File: src/rtl/franken_pkg.sv
`default_nettype none
// ============================================================================
//  Module      : franken_pkg
//  Description : Shared types and constants for the franken memory arbiter.
//                Holds the arbiter state encoding and the default fetch
//                constants (abort NOP and reset PC).
//  Revision    : 1.0 - initial release
// ============================================================================
package franken_pkg;

    // Arbiter state encoding: idle, data access in flight, fetch in flight
    typedef enum logic [1:0] {
        ST_IDLE = 2'd0,
        ST_DACC = 2'd1,
        ST_IACC = 2'd2
    } arb_state_t;

    // addi x0,x0,0 - handed to the core when a fetch is aborted
    localparam logic [31:0] c_nop_instr = 32'h0000_0013;

    // Tag value held by the fetch buffer out of reset
    localparam logic [31:0] c_reset_pc  = 32'h0040_0000;

    // Full-word byte enable used for fetches and loads
    localparam logic [3:0]  c_be_full   = 4'hF;

endpackage : franken_pkg
`default_nettype wire

File: src/rtl/franken_mem_arbiter.sv
`default_nettype none
// ============================================================================
//  Module      : franken_mem_arbiter
//  Description : Shares one single-ported memory between the core's
//                instruction fetch and its MEM-stage data access. Data
//                accesses win over fetches. The fetched instruction and the
//                loaded word are held in registers so the core sees stable
//                values while stalled on rbusy. A request that waits too long
//                for mem_ready is aborted with substituted data and a sticky
//                bus_err flag.
//  Revision    : 1.0 - initial release
// ============================================================================
module franken_mem_arbiter
    import franken_pkg::*;
#(
    parameter int          TIMEOUT_CYCLES = 64,
    parameter logic [31:0] NOP_INSTR      = c_nop_instr,
    parameter logic [31:0] RESET_PC       = c_reset_pc
) (
    input  logic        clk,
    input  logic        reset,
    // core side
    input  logic [31:0] pc,
    input  logic        d_read_en,
    input  logic        d_write_en,
    input  logic [31:0] d_addr,
    input  logic [31:0] d_wdata,
    input  logic [3:0]  d_be,
    output logic [31:0] instruction,
    output logic [31:0] read_data,
    output logic        rbusy,
    // memory side
    output logic        mem_req,
    output logic        mem_we,
    output logic [31:0] mem_addr,
    output logic [31:0] mem_wdata,
    output logic [3:0]  mem_be,
    input  logic [31:0] mem_rdata,
    input  logic        mem_ready,
    output logic        bus_err
);

    localparam int                   c_wait_w    = $clog2(TIMEOUT_CYCLES);
    localparam logic [c_wait_w-1:0]  c_wait_last = c_wait_w'(TIMEOUT_CYCLES - 1);

    // ------------------------------------------------------------------
    // State and its next-state counterparts
    // ------------------------------------------------------------------
    arb_state_t             r_state,       w_state_nxt;
    logic                   r_mem_req,     w_mem_req_nxt;
    logic                   r_mem_we,      w_mem_we_nxt;
    logic [31:0]            r_mem_addr,    w_mem_addr_nxt;
    logic [31:0]            r_mem_wdata,   w_mem_wdata_nxt;
    logic [3:0]             r_mem_be,      w_mem_be_nxt;
    logic [31:0]            r_instruction, w_instruction_nxt;
    logic [31:0]            r_read_data,   w_read_data_nxt;
    logic                   r_bus_err,     w_bus_err_nxt;
    logic                   r_i_valid,     w_i_valid_nxt;
    logic [31:0]            r_i_tag,       w_i_tag_nxt;
    logic [31:0]            r_req_pc,      w_req_pc_nxt;
    logic                   r_d_done,      w_d_done_nxt;
    logic [c_wait_w-1:0]    r_wait_cnt,    w_wait_cnt_nxt;

    logic                   w_d_pend;
    logic                   w_i_pend;
    logic                   w_rbusy;
    logic                   w_timeout;
    logic                   w_finish;
    logic [1:0]             w_unused_addr_lsbs;

    // Memory is word addressed; the byte offset of a data access travels
    // only through the byte enables the core already lane-shifted.
    assign w_unused_addr_lsbs = d_addr[1:0];

    // A data access is outstanding until it has been served once.
    assign w_d_pend  = (d_read_en | d_write_en) & ~r_d_done;

    // The fetch buffer only counts when it holds the word for the current pc.
    assign w_i_pend  = ~(r_i_valid & (r_i_tag == pc));

    assign w_rbusy   = w_d_pend | w_i_pend | (r_state != ST_IDLE);

    // Abort fires on the last permitted wait cycle if memory stays silent.
    assign w_timeout = ~mem_ready & (r_wait_cnt == c_wait_last);
    assign w_finish  = mem_ready | w_timeout;

    // Next-state and next-output computation for the arbiter FSM
    always_comb begin
        w_state_nxt       = r_state;
        w_mem_req_nxt     = r_mem_req;
        w_mem_we_nxt      = r_mem_we;
        w_mem_addr_nxt    = r_mem_addr;
        w_mem_wdata_nxt   = r_mem_wdata;
        w_mem_be_nxt      = r_mem_be;
        w_instruction_nxt = r_instruction;
        w_read_data_nxt   = r_read_data;
        w_bus_err_nxt     = r_bus_err;
        w_i_valid_nxt     = r_i_valid;
        w_i_tag_nxt       = r_i_tag;
        w_req_pc_nxt      = r_req_pc;
        w_d_done_nxt      = r_d_done;
        w_wait_cnt_nxt    = r_wait_cnt;

        // The core has seen rbusy low, so a held enable is a new request.
        if (!w_rbusy) begin
            w_d_done_nxt = 1'b0;
        end

        case (r_state)
            ST_IDLE: begin
                if (w_d_pend) begin
                    w_state_nxt     = ST_DACC;
                    w_mem_req_nxt   = 1'b1;
                    w_mem_we_nxt    = d_write_en;
                    w_mem_addr_nxt  = {d_addr[31:2], 2'b00};
                    w_mem_wdata_nxt = d_wdata;
                    w_mem_be_nxt    = d_write_en ? d_be : c_be_full;
                    w_wait_cnt_nxt  = '0;
                end else if (w_i_pend) begin
                    w_state_nxt     = ST_IACC;
                    w_mem_req_nxt   = 1'b1;
                    w_mem_we_nxt    = 1'b0;
                    w_mem_addr_nxt  = {pc[31:2], 2'b00};
                    w_mem_be_nxt    = c_be_full;
                    w_req_pc_nxt    = pc;
                    w_wait_cnt_nxt  = '0;
                end
            end

            ST_DACC: begin
                if (w_finish) begin
                    w_state_nxt   = ST_IDLE;
                    w_mem_req_nxt = 1'b0;
                    w_d_done_nxt  = 1'b1;
                    // Stores leave the load register untouched.
                    if (!r_mem_we) begin
                        w_read_data_nxt = mem_ready ? mem_rdata : 32'h0;
                    end
                    if (w_timeout) begin
                        w_bus_err_nxt = 1'b1;
                    end
                end else begin
                    w_wait_cnt_nxt = r_wait_cnt + 1'b1;
                end
            end

            ST_IACC: begin
                if (w_finish) begin
                    w_state_nxt       = ST_IDLE;
                    w_mem_req_nxt     = 1'b0;
                    w_instruction_nxt = mem_ready ? mem_rdata : NOP_INSTR;
                    // Tag with the address actually fetched; a pc change in
                    // flight shows up as a tag miss afterwards.
                    w_i_tag_nxt       = r_req_pc;
                    w_i_valid_nxt     = 1'b1;
                    if (w_timeout) begin
                        w_bus_err_nxt = 1'b1;
                    end
                end else begin
                    w_wait_cnt_nxt = r_wait_cnt + 1'b1;
                end
            end

            default: begin
                w_state_nxt   = ST_IDLE;
                w_mem_req_nxt = 1'b0;
            end
        endcase
    end

    // State register; reset drops any transfer in flight immediately
    always_ff @(posedge clk or posedge reset) begin
        if (reset) begin
            r_state       <= ST_IDLE;
            r_mem_req     <= 1'b0;
            r_mem_we      <= 1'b0;
            r_mem_addr    <= 32'h0;
            r_mem_wdata   <= 32'h0;
            r_mem_be      <= 4'h0;
            r_instruction <= NOP_INSTR;
            r_read_data   <= 32'h0;
            r_bus_err     <= 1'b0;
            r_i_valid     <= 1'b0;
            r_i_tag       <= RESET_PC;
            r_req_pc      <= RESET_PC;
            r_d_done      <= 1'b0;
            r_wait_cnt    <= '0;
        end else begin
            r_state       <= w_state_nxt;
            r_mem_req     <= w_mem_req_nxt;
            r_mem_we      <= w_mem_we_nxt;
            r_mem_addr    <= w_mem_addr_nxt;
            r_mem_wdata   <= w_mem_wdata_nxt;
            r_mem_be      <= w_mem_be_nxt;
            r_instruction <= w_instruction_nxt;
            r_read_data   <= w_read_data_nxt;
            r_bus_err     <= w_bus_err_nxt;
            r_i_valid     <= w_i_valid_nxt;
            r_i_tag       <= w_i_tag_nxt;
            r_req_pc      <= w_req_pc_nxt;
            r_d_done      <= w_d_done_nxt;
            r_wait_cnt    <= w_wait_cnt_nxt;
        end
    end

    assign instruction = r_instruction;
    assign read_data   = r_read_data;
    assign rbusy       = w_rbusy;
    assign mem_req     = r_mem_req;
    assign mem_we      = r_mem_we;
    assign mem_addr    = r_mem_addr;
    assign mem_wdata   = r_mem_wdata;
    assign mem_be      = r_mem_be;
    assign bus_err     = r_bus_err;

endmodule : franken_mem_arbiter
`default_nettype wire

File: config.mk
export PLATFORM = sky130hd
export DESIGN_NAME = franken_mem_arbiter
export DESIGN_NICKNAME = d
export VERILOG_FILES = /design/src/rtl/franken_pkg.sv /design/src/rtl/franken_mem_arbiter.sv
export SDC_FILE = /design/constraint.sdc
export NUM_CORES = 1
export LEC_CHECK = 0
export BUFFER_PORTS_ARGS = -buffer_cell sky130_fd_sc_hd__buf_2
export CELL_PAD_IN_SITES_DETAIL_PLACEMENT = 1
export CELL_PAD_IN_SITES_GLOBAL_PLACEMENT = 2
export CORE_ASPECT_RATIO = 1.4
export CORE_UTILIZATION = 35
export CTS_BUF_LIST = sky130_fd_sc_hd__clkbuf_8
export DETAILED_ROUTE_END_ITERATION = 7
export GPL_ROUTABILITY_DRIVEN = 0
export HOLD_SLACK_MARGIN = 0.15
export PLACE_DENSITY_LB_ADDON = 0.15
export SKIP_CTS_REPAIR_TIMING = 1
export SLEW_MARGIN = 20
export SYNTH_ARGS = -nofsm -noshare
export SYNTH_HDL_FRONTEND = slang
export SYNTH_SLANG_ARGS = --single-unit
File: constraint.sdc
create_clock -name clk -period 13.67 [get_ports clk]
set_clock_uncertainty 0.2 [all_clocks]
set_input_delay 1.367 -clock clk [delete_from_list [all_inputs] [get_ports clk]]
set_output_delay 1.367 -clock clk [all_outputs]
set_load 0.03 [all_outputs]
==> impl_metrics.yaml <==
pwr:
  power.density_mw_per_mm2: 261
  ir_drop_mv: 0.110
  leakage_nw: 5.82
drt:
  drt_iter0_markers: 234
  drt-total-wl_mm: 26.1
  wire_per_inst_um: 18.3
  dr.pass1.iters: 4
  final_antenna_net_count: 0
  vias_per_cell: 5.07
  drc: 0
  num_vias: 7231
timing:
  rsz0062_at_grt: "false"
  finalHoldViolCount: 0
  finalSetupTns_ns: 0
  min_period_ns: 5.14
  drv_slew: 0
  maxSlewHeadroom: 0.336
  worst_slew_pin_slew_ns: 0.994
  fin_crit_sh: 0.376
  setup_violations: 0
  fmax_mhz: 194
yosys:
  synth_seq_cells: 207
  synth.distinct_cells: 49
  avgSynthCellArea_um2: 10.7
  seq_area_frac_synth: 0.586
  synthesis.area_mm2: 0.00886
  syn_inst: 830
  ys_warn_count: 0
clocking:
  tritoncts: "done"
  root_buffer: "clkbuf_8"
  htreeDepth: 2
  clkLatencyLatePin_ns: 0.52
  cts_sinks: 207
  cts.clk_slew.worst_paths_ns: 0.05
  cts_buffers: 35
  cts_buffer_depth: 3
worst_setup_path:
  r2r-end: "r_req_pc[1]$_DFFE_PP0P_"
  worstRegToRegCells: 6
  crit_type: "primary input to output pin"
  path_common_cell: "buf_2"
  slowest_delay_ns: 0.74
  reg2reg_from: "r_i_tag[30]$_DFFE_PP0P_"
  reg2reg_slack_ns: 10.58
  critPathMaxFanout: 33
  crit_chain: "buf_2 > nor2_1 > or2_2 > nand2_1 > or4_1 > buf_2"
  cp-end-kind: "output pin"
  cpMaxStageDelayCell: "or4_1"
  crit_family: "simple AND/OR/NAND/NOR gates"
  worstSetupStartpointType: "primary input"
  worst-path-buf-inv: 2
  cp.required_ns: 12.10
  worstPathArrival_ns: 3.57
placed_design:
  port_buffers: 268
  dp_hpwl_mm: 17.8
  place_area_mm2: 0.0104
global_route:
  grt_pass1_wl_mm: 42.1
  grt_max_degree: 77
  first_global_vias: 7694
  antenna_found_initial: 3
  grt_usage: 0.207
  overflow: 0
die:
  row_count: 68
  core_area_mm2: 0.0248
  die_y_um: 190
  ioPinCount: 273
  dieWidth_um: 136
  die_area_mm2: 0.0260
  start_util: 0.358
run:
  drv_cap: 0
min_path:
  worstHoldStart: "read_data[5]$_DFFE_PP0P_"
  min_path_cells: 2
  whs_endpoint: "read_data[5]$_DFFE_PP0P_"
  min_path_type: "flip-flop to flip-flop"
final_layout:
  drive_gt1_frac: 0.348
  finalNetCount: 1229
  regArea_mm2: 0.00519
  layout_common_cells: "buf_2 (268), dfrtp_1 (202), nand2_1 (170)"
  final_common_cell: "buf_2"
  multi_input_area_mm2: 0.00338
  num-fill-cells: 2865
  final_area_mm2: 0.0111
  area_growth_pct: 25.4
run_status:
  status: "completed"
final cells by class:
| class | instances | share of cell area |
|---|---|---|
| flip-flops and latches | 207 | 0.467 |
| multi-input cells | 554 | 0.305 |
| repair buffers | 279 | 0.129 |
| clock buffers | 43 | 0.0533 |
| well taps | 315 | 0.0355 |
| clock inverters | 17 | 0.00642 |
| inverters | 11 | 0.00439 |
| diodes | 1 | 0.000225 |
worst register-to-register path, cell delays in order, from the launching register on:
cell     delay, ns
dfrtp_1       0.40
xor2_1        0.16
nor4_1        0.45
nand4_1       0.31
or3_1         0.47
nand2_2       0.58
mux2_2        0.42
logic make-up after synthesis:
family          Yosys count  share of synthesized area
other cells               1                   0.000423
compound gates          114                      0.107
mux                      35                     0.0444
xor+xnor                 32                     0.0316
fa+ha+maj                 4                    0.00565
buf+inv                  70                     0.0360
simple gates            367                      0.190
flops                   207                      0.586
power by group:
part           switching, W  internal (W)  leakage, nW  total [W]
Combinational      0.000864      0.000438         2.87    0.00130
Sequential         0.000162      0.000905         2.56    0.00107
Clock              0.000248      0.000283        0.391   0.000531
Total               0.00127       0.00163         5.82    0.00290
synth_stat cells (all sizes together):
| library cell | instances | share of area |
|---|---|---|
| a21bo | 31 | 0.035 |
| a21boi | 1 | 0.00085 |
| a21oi | 2 | 0.0011 |
| a221o | 2 | 0.0023 |
| a22o | 31 | 0.031 |
| a31o | 1 | 0.00099 |
| a31oi | 24 | 0.017 |
| a32o | 1 | 0.0011 |
| and2 | 2 | 0.0014 |
| and3 | 3 | 0.0021 |
| buf | 17 | 0.014 |
| clkbuf | 42 | 0.018 |
| conb | 1 | 0.00042 |
| dfrtp | 202 | 0.57 |
| dfstp | 5 | 0.015 |
| ha | 4 | 0.0057 |
| inv | 11 | 0.0047 |
| mux2 | 34 | 0.043 |
| mux2i | 1 | 0.0011 |
| nand2 | 171 | 0.073 |
| nand2b | 3 | 0.0021 |
| nand3 | 127 | 0.072 |
| nand3b | 1 | 0.00085 |
| nand4 | 2 | 0.0014 |
| nor2 | 11 | 0.0047 |
| nor2b | 24 | 0.017 |
| nor3 | 11 | 0.0062 |
| nor3b | 1 | 0.00085 |
| nor4 | 7 | 0.0057 |
| o2111ai | 6 | 0.0059 |
| o211ai | 2 | 0.0017 |
| o21a | 1 | 0.00085 |
| o21ai | 4 | 0.0023 |
| o21bai | 1 | 0.00085 |
| o22a | 3 | 0.0030 |
| o22ai | 4 | 0.0028 |
| or2 | 2 | 0.0014 |
| or3 | 1 | 0.00071 |
| or4 | 1 | 0.00085 |
| xnor2 | 1 | 0.00099 |
| xor2 | 31 | 0.031 |
routing by layer:
metal / track usage / part of all wire / vias to the layer above
met5: 0 / 0.00084 / -
met3: 0.0388 / 0.051 / 44
met4: 0.0641 / 0.021 / 4
met1: 0.256 / 0.42 / 3595
li1: - / - / 3372
met2: 0.361 / 0.50 / 216
registers in the layout (all words and copies together) (netlist names):
signal,count
bus_err,1
r_d_done,1
r_wait_cnt,6
instruction,32
r_i_tag,32
mem_req,1
mem_we,1
mem_be,4
mem_addr,30
r_state,2
read_data,32
r_i_valid,1
r_req_pc,32
mem_wdata,32
through the flow:
step	std cells	worst slack [ns]	total power, W	hold WS (ns)	utilization
final	1427	8.53	0.00290	0.258	0.449
after global routing	1427	8.38	0.00311	0.285	0.449
after CTS	1426	8.48	0.00295	0.263	0.448
after detailed placement	1366	8.48	0.00240	0.249	0.422
after global placement	1366	8.51	0.00237	0.244	0.422
after floorplan	831	6.46	0.00199	0.233	-
worst max-delay path by stage:
| stage | startpoint | endpoint | slack, ns | depth (start not counted) |
|---|---|---|---|---|
| after floorplan | reset | bus_err$_DFFE_PP0P_ | 6.46 | 1 |
| after global placement | d_read_en | rbusy | 8.51 | 6 |
| after detailed placement | d_read_en | rbusy | 8.48 | 6 |
| after CTS | d_read_en | rbusy | 8.48 | 6 |
| after global routing | d_read_en | rbusy | 8.38 | 6 |
| final | d_write_en | rbusy | 8.53 | 6 |
No activity file was read; power rests on OpenSTA's default activity.
